### config.mk
export PLATFORM = sky130hd
export DESIGN_NAME = ofdm_symbol_scheduler
export DESIGN_NICKNAME = d
export VERILOG_FILES = /design/src/rtl/ofdm_pkg.sv /design/src/rtl/ofdm_pilot_lfsr.sv /design/src/rtl/ofdm_symbol_scheduler.sv
export SDC_FILE = /design/constraint.sdc
export NUM_CORES = 2
export LEC_CHECK = 0
export CAP_MARGIN = 20
export CORE_ASPECT_RATIO = 0.5
export CORE_MARGIN = 2
export CORE_UTILIZATION = 40
export DETAILED_ROUTE_END_ITERATION = 10
export PLACE_DENSITY = 0.64
export SLEW_MARGIN = 20
export SYNTH_ARGS = -nofsm -noshare
export SYNTH_HDL_FRONTEND = slang
export SYNTH_SLANG_ARGS = --single-unit
### constraint.sdc
create_clock -name clk -period 5.7 [get_ports clk]
set_input_delay 1.425 -clock clk [delete_from_list [all_inputs] [get_ports clk]]
set_output_delay 1.425 -clock clk [all_outputs]
set_load 0.05 [all_outputs]
### src/rtl/ofdm_pkg.sv
// ofdm_pkg: OFDM symbol layout (64 bins, 48 data, 4 pilots, 12 nulls), pilot LFSR constants,
// bin classification and scheduler state encoding.
package ofdm_pkg;
    localparam int NFFT = 64;
    localparam int N_DATA = 48;
    localparam int NULL_LO = 27;
    localparam int NULL_HI = 37;
    localparam int PILOT_BIN0 = 7;
    localparam int PILOT_BIN1 = 21;
    localparam int PILOT_BIN2 = 43;
    localparam int PILOT_BIN3 = 57;
    localparam logic [6:0] LFSR_SEED = 7'h7F;
    localparam int LFSR_TAP_HI = 6;
    localparam int LFSR_TAP_LO = 3;

    typedef enum logic [1:0] {BIN_NULL, BIN_PILOT, BIN_DATA} bin_t;
    typedef enum logic [1:0] {FILL, EMIT, GAP} state_t;

    function automatic bin_t bin_type(input logic [5:0] idx);
        if (idx == 6'd0 || (idx >= 6'(NULL_LO) && idx <= 6'(NULL_HI)))
            return BIN_NULL;
        if (idx == 6'(PILOT_BIN0) || idx == 6'(PILOT_BIN1) ||
            idx == 6'(PILOT_BIN2) || idx == 6'(PILOT_BIN3))
            return BIN_PILOT;
        return BIN_DATA;
    endfunction

    // Base pilot signs are +,+,+,- ; only the last pilot starts negative
    function automatic logic pilot_base_neg(input logic [5:0] idx);
        return idx == 6'(PILOT_BIN3);
    endfunction
endpackage

### src/rtl/ofdm_pilot_lfsr.sv
// ofdm_pilot_lfsr: x^7+x^4+1 pilot polarity generator; polarity is the feedback bit of the
// current state, so the all-ones seed yields +,+,+,+,-,-,-,+ ...
module ofdm_pilot_lfsr
    import ofdm_pkg::*;
(
    input  logic clk,
    input  logic reset,
    input  logic step,
    input  logic seed,
    output logic polarity
);
    logic [6:0] state;

    assign polarity = state[LFSR_TAP_HI] ^ state[LFSR_TAP_LO];

    always_ff @(posedge clk or negedge reset)
        if (!reset)
            state <= LFSR_SEED;
        else if (seed)
            state <= LFSR_SEED;
        else if (step)
            state <= {state[5:0], polarity};
endmodule

### src/rtl/ofdm_symbol_scheduler.sv
// ofdm_symbol_scheduler: buffers 48 mapped samples and streams one 64-bin symbol per burst to IFFT64.
// Define OFDM_PILOT_POLARITY_EN to scramble pilot polarity per symbol with a 7-bit LFSR.
module ofdm_symbol_scheduler
    import ofdm_pkg::*;
#(
    parameter int WIDTH      = 16,
    parameter int PILOT_AMP  = 16384,
    parameter int GAP_CYCLES = 64
) (
    input  logic                    clk,
    input  logic                    reset,
    input  logic                    in_valid,
    output logic                    in_ready,
    input  logic signed [WIDTH-1:0] in_re,
    input  logic signed [WIDTH-1:0] in_im,
    input  logic                    flush,
    output logic                    di_en,
    output logic signed [WIDTH-1:0] di_re,
    output logic signed [WIDTH-1:0] di_im,
    output logic [7:0]              sym_count,
    output logic                    busy
);
    localparam int GW = $clog2(GAP_CYCLES) + 1;
    localparam logic signed [WIDTH-1:0] AMP = WIDTH'(PILOT_AMP);

    state_t state;
    logic [5:0] fill_cnt, bin_cnt, rd_ptr, nxt_bin;
    logic [GW-1:0] gap_cnt;
    logic [2*WIDTH-1:0] buffer [N_DATA];
    logic [2*WIDTH-1:0] nxt_word;
    logic signed [WIDTH-1:0] pilot_re;
    logic polarity, wr, last_in, last_bin;

    // in_ready is registered high only in FILL, so it doubles as the state qualifier
    assign wr = in_valid & in_ready & ~flush;
    assign last_in = wr && fill_cnt == 6'(N_DATA - 1);
    assign last_bin = bin_cnt == 6'(NFFT - 1);
    assign nxt_bin = bin_cnt + 6'd1;
    assign pilot_re = (pilot_base_neg(nxt_bin) ^ polarity) ? -AMP : AMP;

    always_comb
        nxt_word = bin_type(nxt_bin) == BIN_DATA  ? buffer[rd_ptr] :
                   bin_type(nxt_bin) == BIN_PILOT ? {pilot_re, {WIDTH{1'b0}}} : '0;

`ifdef OFDM_PILOT_POLARITY_EN
    ofdm_pilot_lfsr u_lfsr (
        .clk     (clk),
        .reset   (reset),
        .step    (state == EMIT && last_bin),
        .seed    (1'b0),
        .polarity(polarity)
    );
`else
    assign polarity = 1'b0;
`endif

    always_ff @(posedge clk)
        if (wr)
            buffer[fill_cnt] <= {in_re, in_im};

    always_ff @(posedge clk or negedge reset)
        if (!reset) begin
            state <= FILL;
            fill_cnt <= '0;
            bin_cnt <= '0;
            rd_ptr <= '0;
            gap_cnt <= '0;
            in_ready <= 1'b0;
            busy <= 1'b0;
            di_en <= 1'b0;
            di_re <= '0;
            di_im <= '0;
            sym_count <= '0;
        end else begin
            case (state)
                FILL: begin
                    in_ready <= ~last_in;
                    fill_cnt <= (flush || last_in) ? '0 : fill_cnt + 6'(wr);
                    if (last_in) begin
                        state <= EMIT;
                        busy <= 1'b1;
                        di_en <= 1'b1;
                        bin_cnt <= '0;
                        rd_ptr <= '0;
                        di_re <= '0;
                        di_im <= '0;
                    end
                end
                // Bin 0 was loaded on entry; each edge presents the following bin
                EMIT: begin
                    bin_cnt <= nxt_bin;
                    di_en <= ~last_bin;
                    {di_re, di_im} <= nxt_word;
                    if (bin_type(nxt_bin) == BIN_DATA)
                        rd_ptr <= rd_ptr + 6'd1;
                    if (last_bin) begin
                        state <= GAP;
                        gap_cnt <= '0;
                        sym_count <= sym_count + 8'd1;
                    end
                end
                GAP: begin
                    if (gap_cnt == GW'(GAP_CYCLES - 1)) begin
                        state <= FILL;
                        in_ready <= 1'b1;
                        busy <= 1'b0;
                    end else
                        gap_cnt <= gap_cnt + GW'(1);
                end
                default: state <= FILL;
            endcase
        end
endmodule

# Word-level counts from Yosys, hierarchy flattened
# Memories as Yosys holds them, arrays and structs flattened.
# Cells that the tools add are included.
# totals
mem_bits_rw	1536
mem_count	1
ff_bits	70
# mem_list
memory	depth	width	read_ports	rd_clocked_by_memory_dff	write_ports	line	text
buffer	48	32	1	0	1	ofdm_symbol_scheduler.sv:29	logic [2*WIDTH-1:0] buffer [N_DATA];
# classes
addsub	5
eq_ne	17
muxes	39
n_reduce_logical	19
order_cmp	2
bitwise_logic	5
# op_table
op	n
32-bit 2-to-1 mux	2
16-bit one-hot mux with 2 select lines	2
16-bit 2-to-1 mux	2
6-bit == test, second input constant	4
6-bit one-hot mux with 2 select lines	2
2-bit 2-to-1 mux	10
6-bit 2-to-1 mux	3
7-bit 2-to-1 mux	2
7-bit one-hot mux with 2 select lines	1
6-bit by 1-bit adder with 6-bit output, second input constant	2
3-bit AND reduction	4
1-bit 2-to-1 mux	11
2-bit inequality test, second input constant	5
8-bit by 1-bit adder with 8-bit output, second input constant	1
7-bit by 1-bit adder with 7-bit output, second input constant	1
7-bit by 6-bit == test with 1-bit output, second input constant	1
6-bit by 1-bit adder with 6-bit output	1
2-bit == test, second input constant	3
6-bit by 3-bit == test with 1-bit output, second input constant	1
6-bit by 5-bit == test with 1-bit output, second input constant	1
6-bit by 5-bit greater-or-equal comparator with 1-bit output, second input constant	1
6-bit less-or-equal comparator, second input constant	1
6-bit logical NOT	1
1-bit one-hot mux with 2 select lines	3
other kinds (9)	22

# Depth between registers and ports, before layout
# logic_depth
word_depth	14
depth_mapped	12

# Worst setup path before layout
# Ideal clock, no wire load.
# synth_timing
path_type	in2reg
start	input flush
end	register rd_ptr[3]
path_slack_ps	503
cell_stages	5
t_arrival_ps	5056
path_cell_list	nand3b_1 nor3_1 nand2_1 nand2_1 mux2i_1
# synth_between
elab_chain_cells	5
# synth_rtl
element	line	text
start, declared	ofdm_symbol_scheduler.sv:16	input logic flush,
1-bit NOT	ofdm_symbol_scheduler.sv:35	assign wr = in_valid & in_ready & ~flush;
1-bit bitwise AND	ofdm_symbol_scheduler.sv:35	
1-bit logical AND	ofdm_symbol_scheduler.sv:36	assign last_in = wr && fill_cnt == 6'(N_DATA - 1);
2-bit inequality test (no source line)	n/a	
3-bit AND reduction (no source line)	n/a	
end signal, assigned	ofdm_symbol_scheduler.sv:95	rd_ptr <= rd_ptr + 6'd1;
end, declared	ofdm_symbol_scheduler.sv:27	logic [5:0] fill_cnt, bin_cnt, rd_ptr, nxt_bin;
# Every way passes these cells.
# A chain may end at the register's enable or synchronous reset.

# Worst setup path in the final report
# layout_timing
start	register rd_ptr[0]
end	register di_re[14]
# layout_between
elab_chain_cells	3
# layout_rtl
element	line	text
memory read 48 x 32 bit	n/a	
32-bit 2-to-1 mux	ofdm_symbol_scheduler.sv:42	nxt_word = bin_type(nxt_bin) == BIN_DATA ? buffer[rd_ptr] :
16-bit one-hot mux with 2 select lines	ofdm_symbol_scheduler.sv:75	case (state)
end signal, assigned	ofdm_symbol_scheduler.sv:93	{di_re, di_im} <= nxt_word;
end, declared	ofdm_symbol_scheduler.sv:18	output logic signed [WIDTH-1:0] di_re,
# Every way passes these cells.

==> flow_summary.toml <==
[grt]
antenna_found_initial = 7
grt_max_degree = 115
track_usage_pct = 20.0
grt_first_pass_wirelength_um = 230000
gr-total-overflow = 0
grt_pass1_vias = 31100

[logic_synthesis]
syn-cell-area_um2 = 62400
synth_top_area_share_pct = 73.9
async_reset_ff_share_pct = 4.36
syn_nets = 3123
yosysSeqAreaShare_pct = 76.7
yosys.area.top_type = "edfxtp_1"
synth_common_cells = "edfxtp_1, mux2i_1, mux4_2"
synth_ff_type = "edfxtp_1"
synth_area_leaders = "edfxtp_1, mux4_2, mux2i_1"
ys_seq_elements = 1606
synth_edf_count = 1536
yosysMostFrequentCell = "edfxtp_1"
synth_cells = 3078
avgSynthCellArea_um2 = 20.3
ys_warn_count = 0
synth.distinct_cells = 64

[power]
combPwrFrac_pct = 1.2
max-vdd-ir-drop_mv = 0.275
power_leakage_uw = 0.0212
switchingPower_uw = 4520
powerDensity_nw_per_um2 = 321
p_sw_share_pct = 19.8
p_int_uw = 18300
seqPwrFrac_pct = 56.7
clockPowerShare_pct = 42.0

[place]
hpwl_um = 97600
io_buffers = 78
placed_area_um2 = 66400
dp_cells = 5182
routabilityCongestion = 0.895

[worst_setup_path]
ff2ff_path_depth = 7
start_kind = "flop"
critical_path_class = "flop to flop"
crit_path_cell_trace = "buf_4 -> mux4_2 -> a41o_1 -> a2111oi_1 -> buf_4 -> o21ai_1 -> a22o_1"
slowest_stage = "dfrtp_4"
slowest_delay_ns = 1.09
cp_data_required_time_ns = 6.34
arrival_ns = 4.76
path_common_cell = "buf_4"
worstSetupEndpointType = "flop"
crit_path_max_fanout = 48

[timing]
worst_slew_pin_slew_ns = 1.09
rsz0062_at_grt = "false"
drv_slew = 0
holdWs_ns = 0.472
period_share_pct = 72.2
slew_headroom_pct = 25.6
tns_ns = 0
period_needed_ns = 4.12
setup_viol = 0
fmax_mhz = 243
finalHoldViolCount = 0
fin_skew_ns = 0.0169

[floorplanning]
start_util_pct = 40.3
dieHeight_um = 283
num_rows = 102
core_um2 = 155000
fp.dieW_um = 563
ioPinCount = 79
die-area_um2 = 159000

[detailed_routing]
highest_layer = "met4"
wl_per_cell_um = 29.3
drt_wl_total_um = 160000
wl_met2_um = 75900
drtIter0Drc = 4145
ant_nets = 0
met3_wirelength_um = 13100
first_pass_iters = 6
remaining_drc_errors = 0
met1_length_um = 66200
viasPerCell = 5.77
vias = 31500

[clock_network]
cts_hold_buf = 0
clock_sinks = 1606
post_cts_resized = 0
numCtsBuffers = 149
cts_setup_buffers = 0
clockRootBuffer = "clkbuf_16"
cts_htree_levels = 4
cts_tree = "done"
clk_pin_slew_ns = 0.06
clockBufferDepth = 3
clk_latency_ns = 0.77

[status]
outcome = "complete, no violations"

[finish]
area_growth_pct = 13.7
fin_cells = 5459
drive_above_1_share_pct = 21.2
stdcell_area_um2 = 71000
fin_nets = 3300

[min_path]
hold_class = "flop to flop"
whs_path_depth = 1

[flow_run]
maxCapViolations = 0
stage by stage:
step | utilization, % | setup slack, ns | power (uW)
after CTS | 45.8 | 1.42 | 22900
after detailed placement | 42.8 | 1.05 | 13500
after global routing | 45.8 | 1.41 | 23400
final | 45.8 | 1.58 | 22800
after floorplan | - | 0.503 | 13200
after global placement | 42.8 | 1.07 | 13400
layer usage:
| layer | global-route usage, % | vias up |
|---|---|---|
| li1 | - | 13100 |
| met1 | 28.4 | 16700 |
| met2 | 31.6 | 1454 |
| met3 | 3.55 | 266 |
| met4 | 6.45 | 0 |
| met5 | 0 | - |
cell families after synthesis:
group,after synthesis,synth area share (%)
AND/OR/NAND/NOR,355,2.68
XOR/XNOR,15,0.210
AO/OA/AOI/OAI,311,3.49
adder cells (fa/ha/maj),9,0.180
flip-flops,1606,76.7
buffers and inverters,182,1.51
multiplexers,600,15.3
cells in the final DEF (no fill, tap or decap), types with 65 or more instances in the layout:
| master | netlist | final |
|---|---|---|
| dfrtp_1 | 70 | 65 |
| clkdlybuf4s50_1 | 0 | 75 |
| mux4_2 | 278 | 278 |
| clkbuf_16 | 0 | 153 |
| mux2i_1 | 284 | 284 |
| nand2_1 | 103 | 103 |
| buf_4 | 41 | 108 |
| edfxtp_1 | 1536 | 1536 |
| nand3_1 | 68 | 68 |
| a22oi_1 | 81 | 81 |
state kept, by name, indices dropped and copies added (netlist names):
signal / cells
rd_ptr: 6
buffer: 1536
bin_cnt: 6
gap_cnt: 7
in_ready: 1
state: 2
di_en: 1
sym_count: 8
di_im: 16
busy: 1
di_re: 16
fill_cnt: 6
critical path: cells and delay by family, from the launching register on:
| kind | cells | cell delay (ns) |
|---|---|---|
| AOI/OAI and AO/OA | 4 | 1.34 |
| buffers and inverters | 2 | 0.86 |
| DFF | 1 | 1.09 |
| muxes | 1 | 0.62 |
final timing paths:
check	end	slack [ns]	startpoint
worst min-delay path	sym_count[7]$_DFFE_PN0P_	0.47	sym_count[7]$_DFFE_PN0P_
worst min register to register	sym_count[7]$_DFFE_PN0P_	0.47	sym_count[7]$_DFFE_PN0P_
max in group asynchronous	di_re[1]$_DFFE_PN0P_	4.04	reset
worst max register to register	di_re[14]$_DFFE_PN0P_	1.58	rd_ptr[0]$_DFFE_PN0P_
worst max-delay path	di_re[14]$_DFFE_PN0P_	1.58	rd_ptr[0]$_DFFE_PN0P_
min in group asynchronous	gap_cnt[6]$_DFFE_PN0P_	0.59	reset
power groups by stage:
stage	Combinational (uW)	Clock (uW)	Sequential, uW
finish	281	9570	12900
global route	295	10200	12900
CTS	283	9700	12900
detailed placement	284	0	13200
global placement	273	0	13200
floorplan	1.04	0	13200
cell type report:
type / count / area [um^2]
inverter: 10 / 37.5
fill: 12800 / 83900
antenna: 1 / 2.50
sequential: 1606 / 47900
timing repair buffer: 198 / 1830
tap: 2080 / 2600
multi-input combinational: 1290 / 14000
clock inverter: 83 / 624
clock buffer: 191 / 4000
Power figures use the tool's default switching activity.
